--- src/rtl/pe_seq.sv ---
// -----------------------------------------------------------------------------
// pe_seq
//
// Drives one pe_my processing element through a complete dot-product job.
// The block acts as the initiator on the PE port interface:
//   1. pulls the PE out of reset for a two-cycle clear of its accumulator,
//   2. streams N = 2**L_RAM_SIZE B words from the host stream into PE RAM,
//   3. for each k, reads B[k] from PE RAM, issues A[k] on port A, and waits
//      for the PE's pe_dvalid before the next element. The PE accumulator is
//      fed back, so only one multiply-accumulate may be in flight at a time,
//   4. offers the final accumulator value on the result stream.
// No arithmetic happens here; data words pass through bit-exact.
//
// Ports
//   aclk, areset           clock, asynchronous active-high reset
//   start                  single-cycle job request, honoured only in IDLE
//   busy                   high whenever the sequencer is not IDLE
//   err                    sticky PE timeout flag, cleared by the next start
//   s_tdata/tvalid/tready  host input stream: N B words, then N A words
//   m_tdata/tvalid/tready  result stream (IEEE-754 single)
//   pe_aresetn             PE reset, active low
//   pe_din/pe_addr/pe_we   PE RAM write port (pe_addr also selects the read)
//   pe_ain/pe_valid        PE operand A and its one-cycle valid
//   pe_dvalid/pe_dout      PE result
// -----------------------------------------------------------------------------
module pe_seq #(
    parameter int L_RAM_SIZE = 6,
    parameter int TIMEOUT    = 64
) (
    input  logic                  aclk,
    input  logic                  areset,

    input  logic                  start,
    output logic                  busy,
    output logic                  err,

    input  logic [31:0]           s_tdata,
    input  logic                  s_tvalid,
    output logic                  s_tready,

    output logic [31:0]           m_tdata,
    output logic                  m_tvalid,
    input  logic                  m_tready,

    output logic                  pe_aresetn,
    output logic [31:0]           pe_din,
    output logic [L_RAM_SIZE-1:0] pe_addr,
    output logic                  pe_we,
    output logic [31:0]           pe_ain,
    output logic                  pe_valid,
    input  logic                  pe_dvalid,
    input  logic [31:0]           pe_dout
);

    // Wait counter must be able to hold TIMEOUT-1.
    localparam int WW = (TIMEOUT > 1) ? $clog2(TIMEOUT) : 1;

    // Index of the last vector element (N-1).
    localparam logic [L_RAM_SIZE-1:0] LAST = '1;

    typedef enum logic [2:0] {
        S_IDLE,
        S_CLR,
        S_LOAD_B,
        S_CALC_RD,
        S_CALC_ISSUE,
        S_CALC_WAIT,
        S_RESULT,
        S_ERR
    } state_t;

    state_t                state_reg;
    logic [L_RAM_SIZE-1:0] cnt_reg;      // B load index
    logic [L_RAM_SIZE-1:0] k_reg;        // current element index
    logic                  phase_reg;    // second cycle of CLR / CALC_RD
    logic [WW-1:0]         wait_cnt_reg; // cycles spent in CALC_WAIT

    logic s_hs;
    assign s_hs = s_tvalid & s_tready;

    // busy is a pure decode of the state register, so it is glitch-free and
    // reads 0 during reset along with the state.
    assign busy = (state_reg != S_IDLE);

    always_ff @(posedge aclk or posedge areset) begin
        if (areset) begin
            state_reg    <= S_IDLE;
            cnt_reg      <= '0;
            k_reg        <= '0;
            phase_reg    <= 1'b0;
            wait_cnt_reg <= '0;
            err          <= 1'b0;
            s_tready     <= 1'b0;
            m_tdata      <= '0;
            m_tvalid     <= 1'b0;
            pe_aresetn   <= 1'b0;
            pe_din       <= '0;
            pe_addr      <= '0;
            pe_we        <= 1'b0;
            pe_ain       <= '0;
            pe_valid     <= 1'b0;
        end else begin
            // Strobes are single-cycle unless a state re-asserts them.
            pe_we    <= 1'b0;
            pe_valid <= 1'b0;

            case (state_reg)
                S_IDLE: begin
                    pe_aresetn <= 1'b1;
                    s_tready   <= 1'b0;
                    if (start) begin
                        err        <= 1'b0;
                        k_reg      <= '0;
                        cnt_reg    <= '0;
                        phase_reg  <= 1'b0;
                        // Drop PE reset now so it is low for both CLR cycles.
                        pe_aresetn <= 1'b0;
                        state_reg  <= S_CLR;
                    end
                end

                S_CLR: begin
                    // Two cycles of PE reset: the FP IP needs at least two.
                    pe_aresetn <= 1'b0;
                    if (phase_reg) begin
                        phase_reg  <= 1'b0;
                        pe_aresetn <= 1'b1;
                        s_tready   <= 1'b1;
                        state_reg  <= S_LOAD_B;
                    end else begin
                        phase_reg <= 1'b1;
                    end
                end

                S_LOAD_B: begin
                    if (s_hs) begin
                        pe_we   <= 1'b1;
                        pe_addr <= cnt_reg;
                        pe_din  <= s_tdata;
                        cnt_reg <= cnt_reg + 1'b1;
                        if (cnt_reg == LAST) begin
                            // Final write lands in the first CALC_RD cycle.
                            s_tready  <= 1'b0;
                            k_reg     <= '0;
                            phase_reg <= 1'b0;
                            state_reg <= S_CALC_RD;
                        end
                    end
                end

                S_CALC_RD: begin
                    // Cycle 0 registers the address, cycle 1 lets the PE RAM
                    // register its read data; B[k] is valid in CALC_ISSUE.
                    s_tready <= 1'b0;
                    pe_addr  <= k_reg;
                    if (phase_reg) begin
                        phase_reg <= 1'b0;
                        s_tready  <= 1'b1;
                        state_reg <= S_CALC_ISSUE;
                    end else begin
                        phase_reg <= 1'b1;
                    end
                end

                S_CALC_ISSUE: begin
                    pe_addr <= k_reg;
                    if (s_hs) begin
                        pe_ain       <= s_tdata;
                        pe_valid     <= 1'b1;
                        s_tready     <= 1'b0;
                        wait_cnt_reg <= '0;
                        state_reg    <= S_CALC_WAIT;
                    end
                end

                S_CALC_WAIT: begin
                    pe_addr  <= k_reg;
                    s_tready <= 1'b0;
                    if (pe_dvalid) begin
                        // m_tdata doubles as the result register; m_tvalid is
                        // low here so updating it is invisible downstream.
                        m_tdata <= pe_dout;
                        if (k_reg == LAST) begin
                            m_tvalid  <= 1'b1;
                            state_reg <= S_RESULT;
                        end else begin
                            k_reg     <= k_reg + 1'b1;
                            phase_reg <= 1'b0;
                            state_reg <= S_CALC_RD;
                        end
                    end else if (wait_cnt_reg == WW'(TIMEOUT - 1)) begin
                        // err is raised on entry to ERR so it appears exactly
                        // TIMEOUT cycles after the pe_valid pulse.
                        err       <= 1'b1;
                        state_reg <= S_ERR;
                    end else begin
                        wait_cnt_reg <= wait_cnt_reg + 1'b1;
                    end
                end

                S_RESULT: begin
                    if (m_tready) begin
                        m_tvalid  <= 1'b0;
                        state_reg <= S_IDLE;
                    end
                end

                S_ERR: begin
                    err       <= 1'b1;
                    state_reg <= S_IDLE;
                end

                default: begin
                    state_reg <= S_IDLE;
                end
            endcase
        end
    end

endmodule

--- config.mk ---
export PLATFORM = sky130hd
export DESIGN_NAME = pe_seq
export DESIGN_NICKNAME = d
export VERILOG_FILES = /design/src/rtl/pe_seq.sv
export SDC_FILE = /design/constraint.sdc
export NUM_CORES = 1
export LEC_CHECK = 0
export BUFFER_PORTS_ARGS = -buffer_cell sky130_fd_sc_hd__buf_2
export CAP_MARGIN = 20
export CORE_MARGIN = 2
export CORE_UTILIZATION = 41
export DETAILED_ROUTE_END_ITERATION = 7
export PLACE_DENSITY = 0.67
export SYNTH_ARGS = -nofsm -noshare
export SYNTH_HDL_FRONTEND = slang
export SYNTH_SLANG_ARGS = --single-unit
--- constraint.sdc ---
create_clock -name aclk -period 7.44 [get_ports aclk]
set_clock_uncertainty 0.1 [all_clocks]
set_input_delay 0.744 -clock aclk [delete_from_list [all_inputs] [get_ports aclk]]
set_output_delay 0.744 -clock aclk [all_outputs]
set_load 0.03 [all_outputs]
==> metrics list <==
- The mapped netlist covers roughly 5500 um^2.
- The initialized floorplan defines 42 standard-cell rows.
* Clock-pin slew on the worst setup and hold paths: ~0.060 ns
- Yosys mapped the design onto 48 distinct sky130hd cell types.
- Number of I/O port buffers: 178
- CTS tree: yes
* Starting utilization of the core area: 0.4164
- DIE AREA: 14,280 um^2
- Summing over every cut layer, the via total after detailed routing is around 3,900.
* Number of nets in the finished design: ~660
- Relative to the synthesized area, the layout overhead comes to 29.00%.
- The number of global-route vias before repair came to 3,899.
- Endpoint with the worst hold slack: pe_din[18]
- Number of antenna repair diodes: 0
- Die boundary width: around 120 um
- Antenna violations before repair: 1
- The max-slew violation count came to 0.
- Hold Buf Count CTS: 0
- After detailed routing, the wire length on met1 is about 5100 um.
- Of the synthesized area, sequential elements account for 0.5947.
* Main flop type after synthesis: sky130_fd_sc_hd__dfrtp_1
* Total track usage: 0.1718
- Area share of the largest cell type after synthesis: 0.5947
* Endpoint of the most critical register-to-register path: pe_din[19]
- Placed cell area: around 6500 um^2
- Source of the critical timing path: state_reg[1]
- Number of placed cells counting well taps: around 740
* Buffers inserted during post-CTS setup optimization: 0
- Sum of met3 wire segment lengths after detailed routing: 974 um
- After detailed routing, the met2 layer carries 5524 um of wire.
- The finished layout holds between 700 and 800 standard cells, fillers aside.
* Worst Tran Pin Value: 1.025 ns
- Total gr overflow: 0
- Summed over all nets, the switching power comes to 0.001416 W.
- Leakage power figure: 3.563 nW
- The number of failing hold endpoints at the final stage was 0.
- Post-Syn Instances: 404
- Yosys mapped a number of flops with a built-in enable equal to 0.
* Wire length of the first global-routing pass: around 19,000 um
- GP Congestion: 0.8108
* Reg-to-reg setup timing slack: approximately 4.9 ns
- DR WL/cell: 15.22 um
* Combinational group share of total power: 0.413
- Post-DR vias/cell: 5.047
- Maximum clock insertion buffer count: 2
* Worst path required time: 6.60 ns
- Summed over all layers, the routed wires come to 11,760 um.
- STA classifies the critical path endpoint as a primary output.
- Maximum vdd ir drop: 0.2871 mV
* Cell at the root of the clock tree: sky130_fd_sc_hd__clkbuf_16
* Largest cells by area after synthesis: sky130_fd_sc_hd__dfrtp_1 59%, sky130_fd_sc_hd__mux2_2 20%, sky130_fd_sc_hd__mux2i_1 1.8%
- First DRT Iteration DRCs: 135
* Switching part of the total: 0.4134
* Synth Warn #: 0
- A synthesized cell averages approximately 14 um^2.
- Floorplan die height: 119.5 um
- When the netlist entered floorplanning its net count stood at 477.
- Fraction of layout cells with a size suffix above 1: 0.5276
- Signal routing reaches up to met5.
- Top-Level Pins: approximately 180
- Launch point of the worst hold path: pe_din[18]
* Largest registers ranked by flip-flop count: m_tdata (32), pe_ain (32), pe_din (32)
- In this run, post-CTS repair resized a total of 0 instances.
- Setup violations remaining at the end of the flow were counted as 0.
- TritonCTS buffer count: 17
- Worst hold path depth: 1
- The worst hold path belongs to the class reg -> reg.
- Counting cells, the worst reg-to-reg path comes to 3.
- Maximum fanout along the worst path: 21
- By instance count, the leading cell after synthesis is sky130_fd_sc_hd__dfrtp_1.
* Remaining antenna violation count after routing: 0
- HPWL after detailed placement: 8301 um
- Standard cell core area: 13,140 um^2
- Power share of the sequential group: 0.350
- Yosys reg bits: 130
* Start-to-end type of the worst setup path: reg -> out
- After synthesis, the share of flip-flops with an asynchronous set or reset is 1.000.
- Critical path arrival: ~1.8 ns
- The internal portion of the total power is 0.002010 W.
- The worst setup path is launched from a flop.
* Max-cap violations: 0
- Fmax: 382.7 MHz
* Unrepaired setup endpoints after global routing: false
* DRC viols: 0
* Run status: finished clean
- CTS built an H-tree with a depth of 4.
- The first detailed-routing pass ran for 4 iterations.
- Entering global routing, the biggest net connects 73 pins.
* Min Clock Period, post-route: around 2.6 ns
- Power per Cell Area: 485.5 nW/um^2
- Layout Cell Area excl Fill: around 7100 um^2
* Worst-case headroom to the max-slew limit: 0.3148
- Crit share post-route: 0.3512
* Post-synthesis cell type with the largest combined area: sky130_fd_sc_hd__dfrtp_1
- Reg2reg start: state_reg[2]
* Clock latency on the worst-skew pair: ~0.41 ns
- Clock tree sinks: 130
* Commonest cells in the netlist: 130 x sky130_fd_sc_hd__dfrtp_1, 95 x sky130_fd_sc_hd__mux2_2, 21 x sky130_fd_sc_hd__nor2_1, 17 x sky130_fd_sc_hd__o21ai_0, 14 x sky130_fd_sc_hd__a21oi_1
* Clock share of power: 0.237
- Summed over all failing endpoints, the final setup total negative slack is 0 ns.
critical path, cell delays in order (launching register included):
cell,delay [ns]
sky130_fd_sc_hd__dfrtp_1,0.72
sky130_fd_sc_hd__inv_1,0.29
sky130_fd_sc_hd__nand2_1,0.14
sky130_fd_sc_hd__buf_2,0.20
area by class of cell:
type                    instances  area (um^2)
clock buffers                  20        456.7
clock inverters                12        132.6
flip-flops and latches        130         3253
fillers                      1180         6081
multi-input cells             247         2056
repair buffers                180        905.9
inverters                       8        32.53
well taps                     176        220.2
kinds of logic after synthesis:
family	Yosys count	share of synthesized area
adder cells (fa/ha/maj)	3	0.006863
multiplexers	107	0.2180
buffers and inverters	27	0.03065
flip-flops	130	0.5947
XOR/XNOR	5	0.008007
AND/OR/NAND/NOR	72	0.07182
AO/OA/AOI/OAI	60	0.06999
cells in the final DEF (no fill, tap or decap), types with 3 or more instances in the layout:
cell type                    netlist  routed
sky130_fd_sc_hd__buf_2             5     178
sky130_fd_sc_hd__dfrtp_1         130     130
sky130_fd_sc_hd__mux2_2           95      95
sky130_fd_sc_hd__nor2_1           21      21
sky130_fd_sc_hd__o21ai_0          17      17
sky130_fd_sc_hd__clkbuf_16         0      17
sky130_fd_sc_hd__a21oi_1          14      14
sky130_fd_sc_hd__nand2_1          12      12
sky130_fd_sc_hd__mux2i_1          10      10
sky130_fd_sc_hd__nand3_1           8       8
sky130_fd_sc_hd__inv_1             8       7
sky130_fd_sc_hd__a31oi_1           6       6
sky130_fd_sc_hd__clkinvlp_4        0       6
sky130_fd_sc_hd__nor3_1            5       5
sky130_fd_sc_hd__nand2b_1          4       4
sky130_fd_sc_hd__o21ai_1           3       3
sky130_fd_sc_hd__and3_1            3       3
sky130_fd_sc_hd__o31ai_1           3       3
sky130_fd_sc_hd__nand4_1           3       3
sky130_fd_sc_hd__xnor2_1           3       3
sky130_fd_sc_hd__a21o_1            3       3
sky130_fd_sc_hd__ha_1              3       3
metal layers:
layer  GRT usage  vias up
met1      0.2160     1916
met3     0.06797       17
met2      0.2718      153
met5           0        -
li1            -     1813
met4     0.05809        2
power by group through the flow:
stage	clock (W)	sequential (W)	combinational (W)
after floorplan	0	0.00170	0.000524
after global placement	0	0.00119	0.00141
after detailed placement	0	0.00121	0.00143
after CTS	0.000833	0.00120	0.00143
after global routing	0.000869	0.00125	0.00152
final	0.000811	0.00120	0.00142
through the flow:
step	worst slack (ns)	hold slack [ns]	power, W	utilization
global placement	4.975	0.3637	0.002594	0.4923
global route	4.684	0.4098	0.003629	0.5371
finish	4.827	0.3885	0.003426	0.5371
floorplan	3.127	0.3727	0.002226	-
detailed placement	4.867	0.3811	0.002634	0.4923
CTS	4.837	0.3936	0.003464	0.5371
worst max path at each step:
| stage | end | cells past startpoint |
|---|---|---|
| after floorplan | cnt_reg[0] | 1 |
| after global routing | busy | 3 |
| final | busy | 3 |
| after detailed placement | pe_din[30] | 4 |
| after CTS | busy | 3 |
| after global placement | pe_din[25] | 4 |
No activity file was read; power rests on OpenSTA's default activity.
